### config.mk
export PLATFORM = sky130hd
export DESIGN_NAME = keypad_entry_ctrl
export DESIGN_NICKNAME = d
export VERILOG_FILES = /design/src/rtl/keypad_entry_ctrl.sv
export SDC_FILE = /design/constraint.sdc
export NUM_CORES = 1
export LEC_CHECK = 0
export BUFFER_PORTS_ARGS = -buffer_cell sky130_fd_sc_hd__buf_2
export CAP_MARGIN = 10
export CORE_UTILIZATION = 60
export CTS_CLUSTER_DIAMETER = 60
export CTS_CLUSTER_SIZE = 20
export DETAILED_ROUTE_END_ITERATION = 6
export PLACE_DENSITY = 0.9
export SKIP_LAST_GASP = 1
export SYNTH_ARGS = -nofsm -noshare
export SYNTH_HDL_FRONTEND = slang
export SYNTH_SLANG_ARGS = --single-unit
### constraint.sdc
create_clock -name i_clk -period 8.38 [get_ports i_clk]
set_input_delay 0.838 -clock i_clk [delete_from_list [all_inputs] [get_ports i_clk]]
set_output_delay 0.838 -clock i_clk [all_outputs]
set_load 0.1 [all_outputs]
### src/rtl/keypad_entry_ctrl.sv
// Keypad front end for the two-operand decimal adder: debounce, single-shot press detect, entry FSM, BCD display word.
// Operands/result settle 1 cycle after o_key_event and o_disp_bcd 1 cycle later; no backpressure, one event per press.
module keypad_entry_ctrl #(
    parameter int DEBOUNCE_CYCLES = 20000,
    parameter int RELEASE_CYCLES  = 50000,
    parameter int MAX_DIGITS      = 2
) (
    input  logic        i_clk,
    input  logic        i_rst,
    input  logic [3:0]  i_key_code,
    input  logic        i_key_valid,
    output logic        o_key_event,
    output logic [3:0]  o_key_last,
    output logic [1:0]  o_state,
    output logic [6:0]  o_operand_a,
    output logic [6:0]  o_operand_b,
    output logic [7:0]  o_result,
    output logic [15:0] o_disp_bcd
);
    localparam int PW = $clog2(DEBOUNCE_CYCLES + 1);
    localparam int RW = $clog2(RELEASE_CYCLES + 1);
    localparam logic [PW-1:0] PRESS_MAX = PW'(DEBOUNCE_CYCLES);
    localparam logic [RW-1:0] REL_MAX   = RW'(RELEASE_CYCLES);
    localparam logic [1:0]    DIG_MAX   = 2'(MAX_DIGITS);

    typedef enum logic [1:0] {
        ENTER_A  = 2'd0,
        ENTER_B  = 2'd1,
        SHOW_SUM = 2'd2
    } state_t;

    logic [3:0]    r_cand;
    logic [PW-1:0] r_press_cnt;
    logic [RW-1:0] r_rel_cnt;
    logic          r_armed;
    logic          r_key_event;
    logic [3:0]    r_key_last;
    state_t        r_state;
    logic [6:0]    r_op_a;
    logic [6:0]    r_op_b;
    logic [7:0]    r_result;
    logic [1:0]    r_digits;
    logic [15:0]   r_disp;

    logic [PW-1:0] w_press_nxt;
    logic [RW-1:0] w_rel_nxt;
    logic          w_accept;
    logic [6:0]    w_digit;
    logic          w_is_digit;
    logic          w_room;
    logic [7:0]    w_show;
    logic [3:0]    w_hund;
    logic [3:0]    w_tens;
    logic [3:0]    w_unit;

    // Low-valid cycles neither clear nor advance the press count: the scanner
    // drops key_valid while it visits other rows during a genuine hold.
    always_comb begin
        w_press_nxt = r_press_cnt;
        if (i_key_valid) begin
            if (i_key_code != r_cand)
                w_press_nxt = PW'(1);
            else if (r_press_cnt != PRESS_MAX)
                w_press_nxt = r_press_cnt + PW'(1);
        end
        w_rel_nxt = (r_rel_cnt == REL_MAX) ? r_rel_cnt : r_rel_cnt + RW'(1);
        w_accept  = i_key_valid && r_armed && (w_press_nxt == PRESS_MAX);
    end

    always_ff @(posedge i_clk) begin
        if (i_rst) begin
            r_cand      <= 4'hF;
            r_press_cnt <= '0;
            r_rel_cnt   <= '0;
            r_armed     <= 1'b1;
            r_key_event <= 1'b0;
            r_key_last  <= 4'hF;
        end else begin
            r_key_event <= w_accept;
            if (i_key_valid) begin
                r_cand      <= i_key_code;
                r_rel_cnt   <= '0;
                r_press_cnt <= w_press_nxt;
                if (w_accept) begin
                    r_armed    <= 1'b0;
                    r_key_last <= i_key_code;
                end
            end else begin
                r_rel_cnt <= w_rel_nxt;
                if (w_rel_nxt == REL_MAX) begin
                    r_armed     <= 1'b1;
                    r_press_cnt <= '0;
                end
            end
        end
    end

    assign w_digit    = {3'b000, r_key_last};
    assign w_is_digit = (r_key_last <= 4'd9);
    assign w_room     = (r_digits < DIG_MAX);

    always_ff @(posedge i_clk) begin
        if (i_rst) begin
            r_state  <= ENTER_A;
            r_op_a   <= '0;
            r_op_b   <= '0;
            r_result <= '0;
            r_digits <= '0;
        end else if (r_key_event) begin
            if (w_is_digit) begin
                case (r_state)
                    ENTER_A: if (w_room) begin
                        r_op_a   <= r_op_a * 7'd10 + w_digit;
                        r_digits <= r_digits + 2'd1;
                    end
                    ENTER_B: if (w_room) begin
                        r_op_b   <= r_op_b * 7'd10 + w_digit;
                        r_digits <= r_digits + 2'd1;
                    end
                    default: begin
                        r_op_a   <= w_digit;
                        r_op_b   <= '0;
                        r_digits <= 2'd1;
                        r_state  <= ENTER_A;
                    end
                endcase
            end else if (r_key_last == 4'd12) begin
                case (r_state)
                    ENTER_A: begin
                        r_state  <= ENTER_B;
                        r_digits <= '0;
                    end
                    ENTER_B: begin
                        r_result <= {1'b0, r_op_a} + {1'b0, r_op_b};
                        r_state  <= SHOW_SUM;
                    end
                    default: ;
                endcase
            end else if (r_key_last == 4'd11) begin
                r_op_a   <= '0;
                r_op_b   <= '0;
                r_result <= '0;
                r_digits <= '0;
                r_state  <= ENTER_A;
            end
        end
    end

    always_comb begin
        case (r_state)
            ENTER_A: w_show = {1'b0, r_op_a};
            ENTER_B: w_show = {1'b0, r_op_b};
            default: w_show = r_result;
        endcase
        w_hund = 4'(w_show / 8'd100);
        w_tens = 4'((w_show / 8'd10) % 8'd10);
        w_unit = 4'(w_show % 8'd10);
    end

    // Leading zeros blank; the units digit is always shown.
    always_ff @(posedge i_clk) begin
        if (i_rst)
            r_disp <= 16'hFFF0;
        else
            r_disp <= {4'hF,
                       (w_hund == 4'd0) ? 4'hF : w_hund,
                       ((w_hund == 4'd0) && (w_tens == 4'd0)) ? 4'hF : w_tens,
                       w_unit};
    end

    assign o_key_event = r_key_event;
    assign o_key_last  = r_key_last;
    assign o_state     = r_state;
    assign o_operand_a = r_op_a;
    assign o_operand_b = r_op_b;
    assign o_result    = r_result;
    assign o_disp_bcd  = r_disp;
endmodule

# Word level (Yosys, flattened, before mapping)
# Index checks and enable logic that the tools add are counted.
[word_totals]
ff_bits = 83
[op_classes]
n_addsub = 6
mul = 2
div_mod_pow = 4
magnitude_cmp = 2
eq_ne = 19
muxes = 31
bitwise = 1
reduce_logical = 21
[op_table]
columns = ["operator", "n"]
rows = [
  ["15-bit 2-to-1 mux", 5],
  ["7-bit 2-to-1 mux", 6],
  ["16-bit equality test (second input constant)", 2],
  ["7-bit one-hot mux with 2 select lines", 2],
  ["8-bit 2-to-1 mux", 3],
  ["2-bit 2-to-1 mux", 9],
  ["16-bit by 1-bit adder with 16-bit output (second input constant)", 1],
  ["8-bit by 4-bit modulo with 8-bit output (second input constant)", 2],
  ["16-bit 2-to-1 mux", 1],
  ["8-bit one-hot mux with 2 select lines", 1],
  ["15-bit by 1-bit adder with 15-bit output (second input constant)", 1],
  ["15-bit equality test (second input constant)", 1],
  ["15-bit != test (second input constant)", 1],
  ["7-bit by 4-bit adder with 7-bit output", 2],
  ["7-bit by 3-bit multiplier with 6-bit output (second input constant)", 2],
  ["4-bit AND reduction", 3],
  ["5-bit AND reduction", 2],
  ["7-bit by 7-bit adder with 8-bit output", 1],
  ["8-bit by 4-bit divider with 8-bit output (second input constant)", 1],
  ["8-bit by 7-bit divider with 8-bit output (second input constant)", 1],
  ["4-bit equality test (second input constant)", 2],
  ["4-bit logical NOT", 2],
  ["2-bit != test (second input constant)", 4],
  ["2-bit OR reduction", 4],
  ["17 further kinds", 27],
]

# Longest topological paths before layout
# Gate-level depths: netlist of the first run.
[logic_depth]
ltp_word = 8
mapped_depth = 18

# Least setup slack after synthesis of the first run
# Ideal clock, no wire load.
[synth_path]
path_type = "flip-flop to flip-flop"
from = "register r_state[1], in the netlist o_state[1]"
to = "register r_disp[5], in the netlist o_disp_bcd[5]"
setup_ns = 0.122
arrival_ns = 4.149
slack_ns = 4.108
stages_incl_launch_ff = 19
n_path_buf = 3
period_less_slack_ns = 4.272
cell_sequence = "dfxtp_1 > buf_2 > buf_6 > nand2_1 > o21ai_1 > buf_2 > a211oi_1 > o21ai_0 > and2b_1 > ha_1 > and3_1 > o211ai_1 > o31ai_4 > xnor2_1 > ha_1 > o21ai_0 > o21ai_0 > mux2_2 > a311o_1"
[synth_via]
elab_chain_len = 7
word_cells_on_any_way = 10
cone_classes = "div: 3; eq/ne: 1; mux: 1; reduce/logical: 5"
[synth_rtl]
columns = ["element", "line", "text"]
rows = [
  ["start, declared", "38", "state_t r_state;"],
  ["start signal, assigned", "104", "r_state <= ENTER_A;"],
  ["start signal, assigned", "124", "r_state <= ENTER_A;"],
  ["start signal, assigned", "130", "r_state <= ENTER_B;"],
  ["2-bit by 1-bit equality test with 1-bit output or 2-bit logical NOT (tied branches)", "150", "case (r_state)"],
  ["8-bit one-hot mux with 2 select lines *", "150", ""],
  ["8-bit by 4-bit divider with 8-bit output", "156", "w_tens = 4'((w_show / 8'd10) % 8'd10);"],
  ["8-bit by 4-bit modulo with 8-bit output", "156", ""],
  ["4-bit logical NOT", "167", "((w_hund == 4'd0) && (w_tens == 4'd0)) ? 4'hF : w_tens,"],
  ["1-bit logical AND", "167", ""],
  ["2-bit OR reduction (no line)", "-", ""],
  ["end signal, assigned", "165", "r_disp <= {4'hF,"],
  ["end, declared", "43", "logic [15:0] r_disp;"],
]
# Mark *: on every way between the ends. The rest lies on a longest branch, timed or not.
# A chain may end at the register's enable or synchronous reset.

# Final worst setup path of the first run
[layout_path]
from = "register r_state[0], in the netlist o_state[0]"
to = "register r_disp[5], in the netlist o_disp_bcd[5]"
# The elaborated chain is that of the path after synthesis.

==> results.sh, run 1 <==
export IMPL_post_synth_top_count_cell="nor2_1"
export IMPL_slew_headroom_pct=34.72
export IMPL_p_sw_w=0.0001749
export IMPL_finalHoldViolations=0
export IMPL_dp_slack_ps=3965
export IMPL_drive_gt1_share_pct=11.27
export IMPL_clock_path_buffers=2
export IMPL_ant_nets=0
export IMPL_antenna_found_initial=0
export IMPL_synth_top_cell_area_share_pct=28.30
export IMPL_nFillCells=686
export IMPL_die_area_mm2=0.009583
export IMPL_insertedDiodeCount=0
export IMPL_synthTopCellsByCount="89 x nor2_1, 78 x dfxtp_1, 62 x nand2_1, 42 x a21oi_1, 30 x o21ai_0"
export IMPL_crit_buf_inv=0
export IMPL_drv_slew=0
export IMPL_path_cells="mux2i_1 > o21ai_1 > a211oi_1 > o21ai_0 > and2b_1 > ha_1 > and3_1 > o211ai_1 > o31ai_4 > xnor2_1 > ha_1 > o21ai_0 > o21ai_0 > mux2_2 > a311o_1"
export IMPL_drv_cap=0
export IMPL_synth_cell_type_count=77
export IMPL_max_stage_delay_ps=860
export IMPL_io_pins=52
export IMPL_gr_total_overflow=0
export IMPL_syn_to_final_growth_pct=7.392
export IMPL_crit_arrival_ps=4850
export IMPL_p_sw_share_pct=23.31
export IMPL_ctsHoldBuffers=0
export IMPL_drt_total_wl_mm=13.59
export IMPL_initial_core_util_pct=62.66
export IMPL_avgSynthCellArea_um2=7.939
export IMPL_syn_cell_area_mm2=0.005518
export IMPL_p_leak_nw=2.370
export IMPL_fin_crit_sh_pct=54.96
export IMPL_powerDensity_mw_per_mm2=126.6
export IMPL_fin_crit_ps=4605
export IMPL_netlist_instances=695
export IMPL_postCtsSetupBuffers=0
export IMPL_dr_pass1_iters=7
export IMPL_synth_edff_count=0
export IMPL_cp_slowest_cell="dfxtp_1"
export IMPL_worst_slew_pin_slew_ps=976.7
export IMPL_crit_path_end_kind="register"
export IMPL_p_int_w=0.0005756
export IMPL_setup_ws_ps=3775
export IMPL_drc=4
export IMPL_clock_latency_ps=360
export IMPL_vias=5285
export IMPL_skew_ps=15.21
export IMPL_grt_pass1_wl_mm=22.99
export IMPL_crit_path_start_kind="register"
export IMPL_violations="DRC"
export IMPL_p_seq_share_pct=49.9
export IMPL_clk_pin_slew_worst_paths_ps=90
export IMPL_rsz0062_at_grt="no"
export IMPL_tns_ps=0
export IMPL_die_h_um=97.90
export IMPL_cts_resized=0
export IMPL_fmax_mhz=217.1
export IMPL_crit_fanout=19
export IMPL_io_buffers=47
export IMPL_ys_warn_count=0
export IMPL_final_nets=755
export IMPL_path_delay_family="compound AO/OA/AOI/OAI gates"
export IMPL_p_total_w=0.0007505
export IMPL_cts_buffers=9
export IMPL_async_reset_ff_share_pct=0
export IMPL_hold_path_class="reg2reg"
export IMPL_cts_tree="yes"
export IMPL_grt_use_total_pct=28.79
export IMPL_routed_via_density=6.391
export IMPL_grt_max_degree=49
export IMPL_ir_worst_vdd_mv=0.09807
export IMPL_setup_violations=0
export IMPL_finish_utilization_pct=67.29
export IMPL_synth_area_top_cells="dfxtp_1 28%, ha_1 6.3%, nor2_1 6.1%, nand2_1 4.2%, xor2_1 4.0%"
export IMPL_pwr_share_comb_pct=4.1
export IMPL_layout_cells_non_filler=827
export IMPL_drtIter0Drc=366
export IMPL_yosysTopAreaCell="dfxtp_1"
export IMPL_cpMostUsedCell="o21ai_0"
export IMPL_worstPathRequired_ps=8630
export IMPL_die_w_um=97.90
export IMPL_ys_ff_latch=78
export IMPL_dpl_cell_count=812
export IMPL_grt_pass1_vias=5009
export IMPL_ctsRootBufferMaster="clkbuf_8"
export IMPL_wl_per_cell_um=16.43
export IMPL_fp_row_count=34
export IMPL_crit_type="reg2reg"
export IMPL_outcome="finished with violations"
export IMPL_yosysSeqAreaShare_pct=28.30
export IMPL_gp_congestion=0.9399
export IMPL_htree_levels=3
export IMPL_pwr_share_clk_pct=46.0
export IMPL_core_area_mm2=0.008806
export IMPL_cts_sinks=78
export IMPL_dp_hpwl_mm=9.451
export IMPL_synth_main_ff_cell="dfxtp_1"
==> worst register-to-register path, stage by stage (launching register included) <==
cell and delay [ps]:
dfxtp_1 860, mux2i_1 230, o21ai_1 620, a211oi_1 150, o21ai_0 180, and2b_1 250
ha_1 210, and3_1 150, o211ai_1 120, o31ai_4 370, xnor2_1 170, ha_1 270
o21ai_0 120, o21ai_0 130, mux2_2 300, a311o_1 360
==> metal layers <==
layer  part of all wire (%)  vias to the layer above  wire [um]  global-route usage, %
met5                      0                        -          0                      0
met4                    2.6                        0        351                  12.94
met3                    7.5                       42       1020                  4.653
met2                     48                      257       6519                  48.65
met1                     42                     2461       5699                  36.06
li1                       -                     2525          -                      -
==> per-stage QoR <==
stage	hold WS (ps)	cell area [um^2]
floorplan	456.3	5529
global placement	474.0	5690
detailed placement	480.8	5690
CTS	502.0	5926
global route	533.6	5926
finish	502.8	5926
==> power groups by stage <==
stage | combinational (W) | sequential, W | clock (W)
after floorplan | 0.0000260 | 0.000383 | 0
final | 0.0000309 | 0.000374 | 0.000345
after global placement | 0.0000296 | 0.000383 | 0
after CTS | 0.0000306 | 0.000374 | 0.000345
after detailed placement | 0.0000304 | 0.000383 | 0
after global routing | 0.0000335 | 0.000375 | 0.000359
==> kinds of logic (layout without fill, tap and decap cells) <==
kind of cell	Yosys count	count (layout)	share of synthesized area (%)
fa+ha+maj	35	35	8.549
mux	23	23	4.807
xor+xnor	49	49	7.778
buf+inv	68	89	5.692
simple gates	273	273	23.92
compound gates	168	168	20.88
other cells	1	4	0.06796
flops	78	78	28.30
==> layout make-up <==
cell class	instances	area, um^2	share of cell area (%)
Multi-Input combinational cell	552	3654	61.66
Sequential cell	78	1562	26.35
Timing Repair Buffer	48	242.7	4.096
Tap cell	108	135.1	2.280
Clock buffer	9	123.9	2.090
Clock inverter	6	111.4	1.879
Inverter	26	97.59	1.647
==> flip-flops by register name, summed over array words and instances (netlist names) <==
name         count
r_cand           4
r_digits         2
o_state          2
o_result         8
r_rel_cnt       16
o_operand_b      7
o_disp_bcd      11
o_key_event      1
o_key_last       4
r_armed          1
r_press_cnt     15
o_operand_a      7
==> cells in the final DEF, fill, tap and decap left out, drive strengths merged, types with 3 or more instances in the layout <==
master  count
nor3b      11
buf        48
bufinv      3
clkbuf      9
a211oi      3
or2         5
nor2       89
nand3      26
a21o       12
inv        26
a32oi       3
and2        7
xor2       25
a221o       3
nor4       10
nand2b      4
o211ai      3
nand3b      3
xnor2      24
nor3       14
a311oi      5
a21oi      42
fa          5
nand2      62
ha         28
conb        4
a31oi       9
nand4      12
o21a        8
nor2b       8
or3         6
dfxtp      78
and3        8
o21ai      38
mux2i      18
mux2        5
a22oi      15
o22ai       3
==> final timing paths <==
path	startpoint	to	slack [ps]	cells past startpoint
worst max-delay path	o_state[0]	o_disp_bcd[5]	3770	15
worst max register to register	o_state[0]	o_disp_bcd[5]	3770	15
worst min register to register	r_cand[1]	r_cand[1]	500	2
worst min-delay path	r_cand[1]	r_cand[1]	500	2
No activity file was read; power rests on OpenSTA's default activity.
==> run 2: changes to the inputs <==
- ABC_AREA: default -> 1
- CORE_UTILIZATION: 60 -> 54
- PLACE_DENSITY: 0.9 -> 0.86
- clock period: 8.38 -> 3.9 ns (I/O delays scaled with it)
==> run 2 against run 1 <==
Non-clock buffer count grew 2; synthesized cell count increased by 9.1%; utilization shrank 5.3 points; the run now ends clean; final cell count increased by 14%; wire length down 11%; clock skew decreased by 5.3 ps; count of clock-buffer cells in the layout increased by 3; critical path type unchanged; largest cell class unchanged; sequential cell count stayed put; die area rose by 6.1%; maximum frequency increased by 32%; hold slack lost 150 ps.
==> results.sh, run 2 <==
export IMPL_drive_gt1_share_pct=15.56
export IMPL_drc=0
export IMPL_fmax_mhz=287.6
export IMPL_die_area_mm2=0.01017
export IMPL_insertedDiodeCount=0
export IMPL_avgSynthCellArea_um2=6.959
export IMPL_crit_start="o_state[1]"
export IMPL_rsz0062_at_grt="no"
export IMPL_async_reset_ff_share_pct=0
export IMPL_crit_path_start_kind="register"
export IMPL_p_leak_nw=2.669
export IMPL_synth_edff_count=0
export IMPL_drv_slew=0
export IMPL_gr_total_overflow=0
export IMPL_syn_to_final_growth_pct=10.18
export IMPL_powerDensity_mw_per_mm2=256.2
export IMPL_finalHoldViolations=0
export IMPL_clk_pin_slew_worst_paths_ps=80
export IMPL_dr_pass1_iters=5
export IMPL_crit_path_end="o_disp_bcd[5]"
export IMPL_crit_fanout=12
export IMPL_ys_ff_latch=78
export IMPL_synth_area_top_cells="dfxtp_1 30%, nand2_1 10%, inv_1 7.6%, ha_1 6.6%, nor2_1 5.6%"
export IMPL_dp_hpwl_mm=9.146
export IMPL_final_nets=845
export IMPL_worst_slew_pin_slew_ps=796.8
export IMPL_drt_total_wl_mm=12.09
export IMPL_clock_latency_ps=360
export IMPL_synth_cell_type_count=50
export IMPL_die_h_um=100.8
export IMPL_fp_row_count=35
export IMPL_final_cell_mix="147 x nand2_1, 107 x inv_1, 78 x nor2_1, 78 x dfxtp_1, 53 x a21oi_1"
export IMPL_hold_depth=3
export IMPL_cp_num_cells=28
export IMPL_drtIter0Drc=200
export IMPL_path_delay_family="simple AND/OR/NAND/NOR gates"
export IMPL_fin_crit_ps=3478
export IMPL_tns_ps=0
export IMPL_worstPathRequired_ps=4140
export IMPL_crit_arrival_ps=3710
export IMPL_grt_pass1_wl_mm=21.09
export IMPL_r2r_end="o_disp_bcd[5]"
export IMPL_max_stage_delay_ps=700
export IMPL_vias=4998
export IMPL_skew_ps=9.916
export IMPL_initial_core_util_pct=56.29
export IMPL_regMostFlops="r_rel_cnt"
export IMPL_fin_crit_sh_pct=89.17
export IMPL_seqCellArea_mm2=0.001562
export IMPL_synthTopCellsByCount="147 x nand2_1, 107 x inv_1, 78 x dfxtp_1, 78 x nor2_1, 53 x a21oi_1"
export IMPL_gp_congestion=1.014
export IMPL_cts_resized=0
export IMPL_grt_max_degree=39
export IMPL_grt_pass1_vias=4764
export IMPL_core_area_mm2=0.009371
export IMPL_crit_buf_inv=3
export IMPL_r2r_start="o_state[1]"
export IMPL_hold_path_class="in2reg"
export IMPL_largest_reg_flops=16
export IMPL_crit_path_end_kind="register"
export IMPL_yosysTopAreaCell="dfxtp_1"
export IMPL_drv_cap=0
export IMPL_r2r_cells=28
export IMPL_cts_buffers=9
export IMPL_routed_via_density=5.323
export IMPL_nFillCells=879
export IMPL_netlist_instances=758
export IMPL_post_synth_top_count_cell="nand2_1"
export IMPL_postCtsSetupBuffers=0
export IMPL_grt_use_total_pct=25.93
export IMPL_io_buffers=47
export IMPL_setup_violations=0
export IMPL_multi_input_area_mm2=0.003186
export IMPL_cp_slowest_cell="dfxtp_1"
export IMPL_syn_cell_area_mm2=0.005275
export IMPL_antenna_found_initial=0
export IMPL_synth_top_cell_area_share_pct=29.60
export IMPL_ant_nets=0
export IMPL_yosysSeqAreaShare_pct=29.60
export IMPL_crit_type="reg2reg"
export IMPL_io_pins=52
export IMPL_outcome="completed"
export IMPL_htree_levels=3
export IMPL_wl_per_cell_um=12.88
export IMPL_cts_tree="yes"
export IMPL_p_total_w=0.001489
export IMPL_cts_sinks=78
export IMPL_die_w_um=100.8
export IMPL_ir_worst_vdd_mv=0.1505
export IMPL_clock_path_buffers=2
export IMPL_cpMostUsedCell="nand2_2"
export IMPL_ctsRootBufferMaster="clkbuf_8"
export IMPL_synth_main_ff_cell="dfxtp_1"
export IMPL_r2r_slack_ps=420
export IMPL_ctsHoldBuffers=0
export IMPL_final_common_cell="nand2_1"
export IMPL_slew_headroom_pct=46.88
export IMPL_ys_warn_count=0
## run 2: cell types whose count changed after synthesis, sizes merged, moves of 9 or more
| cell | delta |
|---|---|
| a21o | -12 |
| a21oi | +13 |
| a22oi | -13 |
| buf | -12 |
| clkbuf | -13 |
| inv | +91 |
| mux2i | -17 |
| nand2 | +108 |
| nand3 | +27 |
| nor3b | -11 |
| o211ai | +9 |
| o21ai | -9 |
| xnor2 | -16 |
## run 2: cells by family after synthesis
| logic type | share of synthesized area [%] |
|---|---|
| AND/OR/NAND/NOR | 33.33 |
| XOR/XNOR | 5.479 |
| AO/OA/AOI/OAI | 12.57 |
| flip-flops | 29.60 |
| adder cells (fa/ha/maj) | 8.539 |
| buffers and inverters | 10.22 |
| multiplexers | 0.1898 |
| other | 0.07109 |
## run 2: cell type report
cell class              instances  share of cell area, %
well taps                     129                  2.777
clock buffers                  12                  2.670
inverters                     118                  7.664
repair buffers                 50                  4.435
clock inverters                 4                 0.7750
flip-flops and latches         78                  26.87
multi-input cells             548                  54.81
## run 2: metrics by stage
| stage | std cells | util [%] | hold slack, ps | cell area [um^2] | worst slack, ps |
|---|---|---|---|---|---|
| finish | 939 | 62.02 | 350.4 | 5812 | 422.4 |
| global route | 939 | 62.02 | 356.0 | 5812 | 17.76 |
| CTS | 939 | 62.02 | 339.3 | 5812 | 452.3 |
| detailed placement | 923 | 59.88 | 464.8 | 5612 | 475.2 |
| global placement | 923 | 59.88 | 451.5 | 5612 | 572.2 |
| floorplan | 761 | - | 440.9 | 5286 | 198.6 |
## run 2: worst register-to-register path: cells and delay by family, from the launching register on
family,cells,cell delay (ps)
flops,1,700
simple gates,23,2030
compound gates,1,160
buf+inv,3,290
fa+ha+maj,1,200
## run 2: worst min path at each step
| stage | startpoint | to | slack [ps] |
|---|---|---|---|
| detailed placement | r_press_cnt[9] | r_press_cnt[9] | 460 |
| finish | i_key_code[2] | r_cand[2] | 350 |
| global route | i_key_code[2] | r_cand[2] | 360 |
| CTS | i_key_code[3] | r_cand[3] | 340 |
| floorplan | r_press_cnt[9] | r_press_cnt[9] | 440 |
| global placement | r_press_cnt[9] | r_press_cnt[9] | 450 |
## run 2: where the power goes
group / switching [W] / internal [W] / total, W / leakage [nW]
registers: 0.00000348 / 0.000801 / 0.000804 / 0.630
clock network: 0.000287 / 0.000328 / 0.000615 / 0.106
logic: 0.0000556 / 0.0000147 / 0.0000703 / 1.93
## run 2: routing by layer
| metal | track usage [%] | routed length (um) | up-vias |
|---|---|---|---|
| met2 | 44.84 | 5709 | 144 |
| met1 | 31.56 | 5335 | 2281 |
| li1 | - | - | 2546 |
| met3 | 6.311 | 806 | 27 |
| met5 | 0 | 0 | - |
| met4 | 8.473 | 242 | 0 |
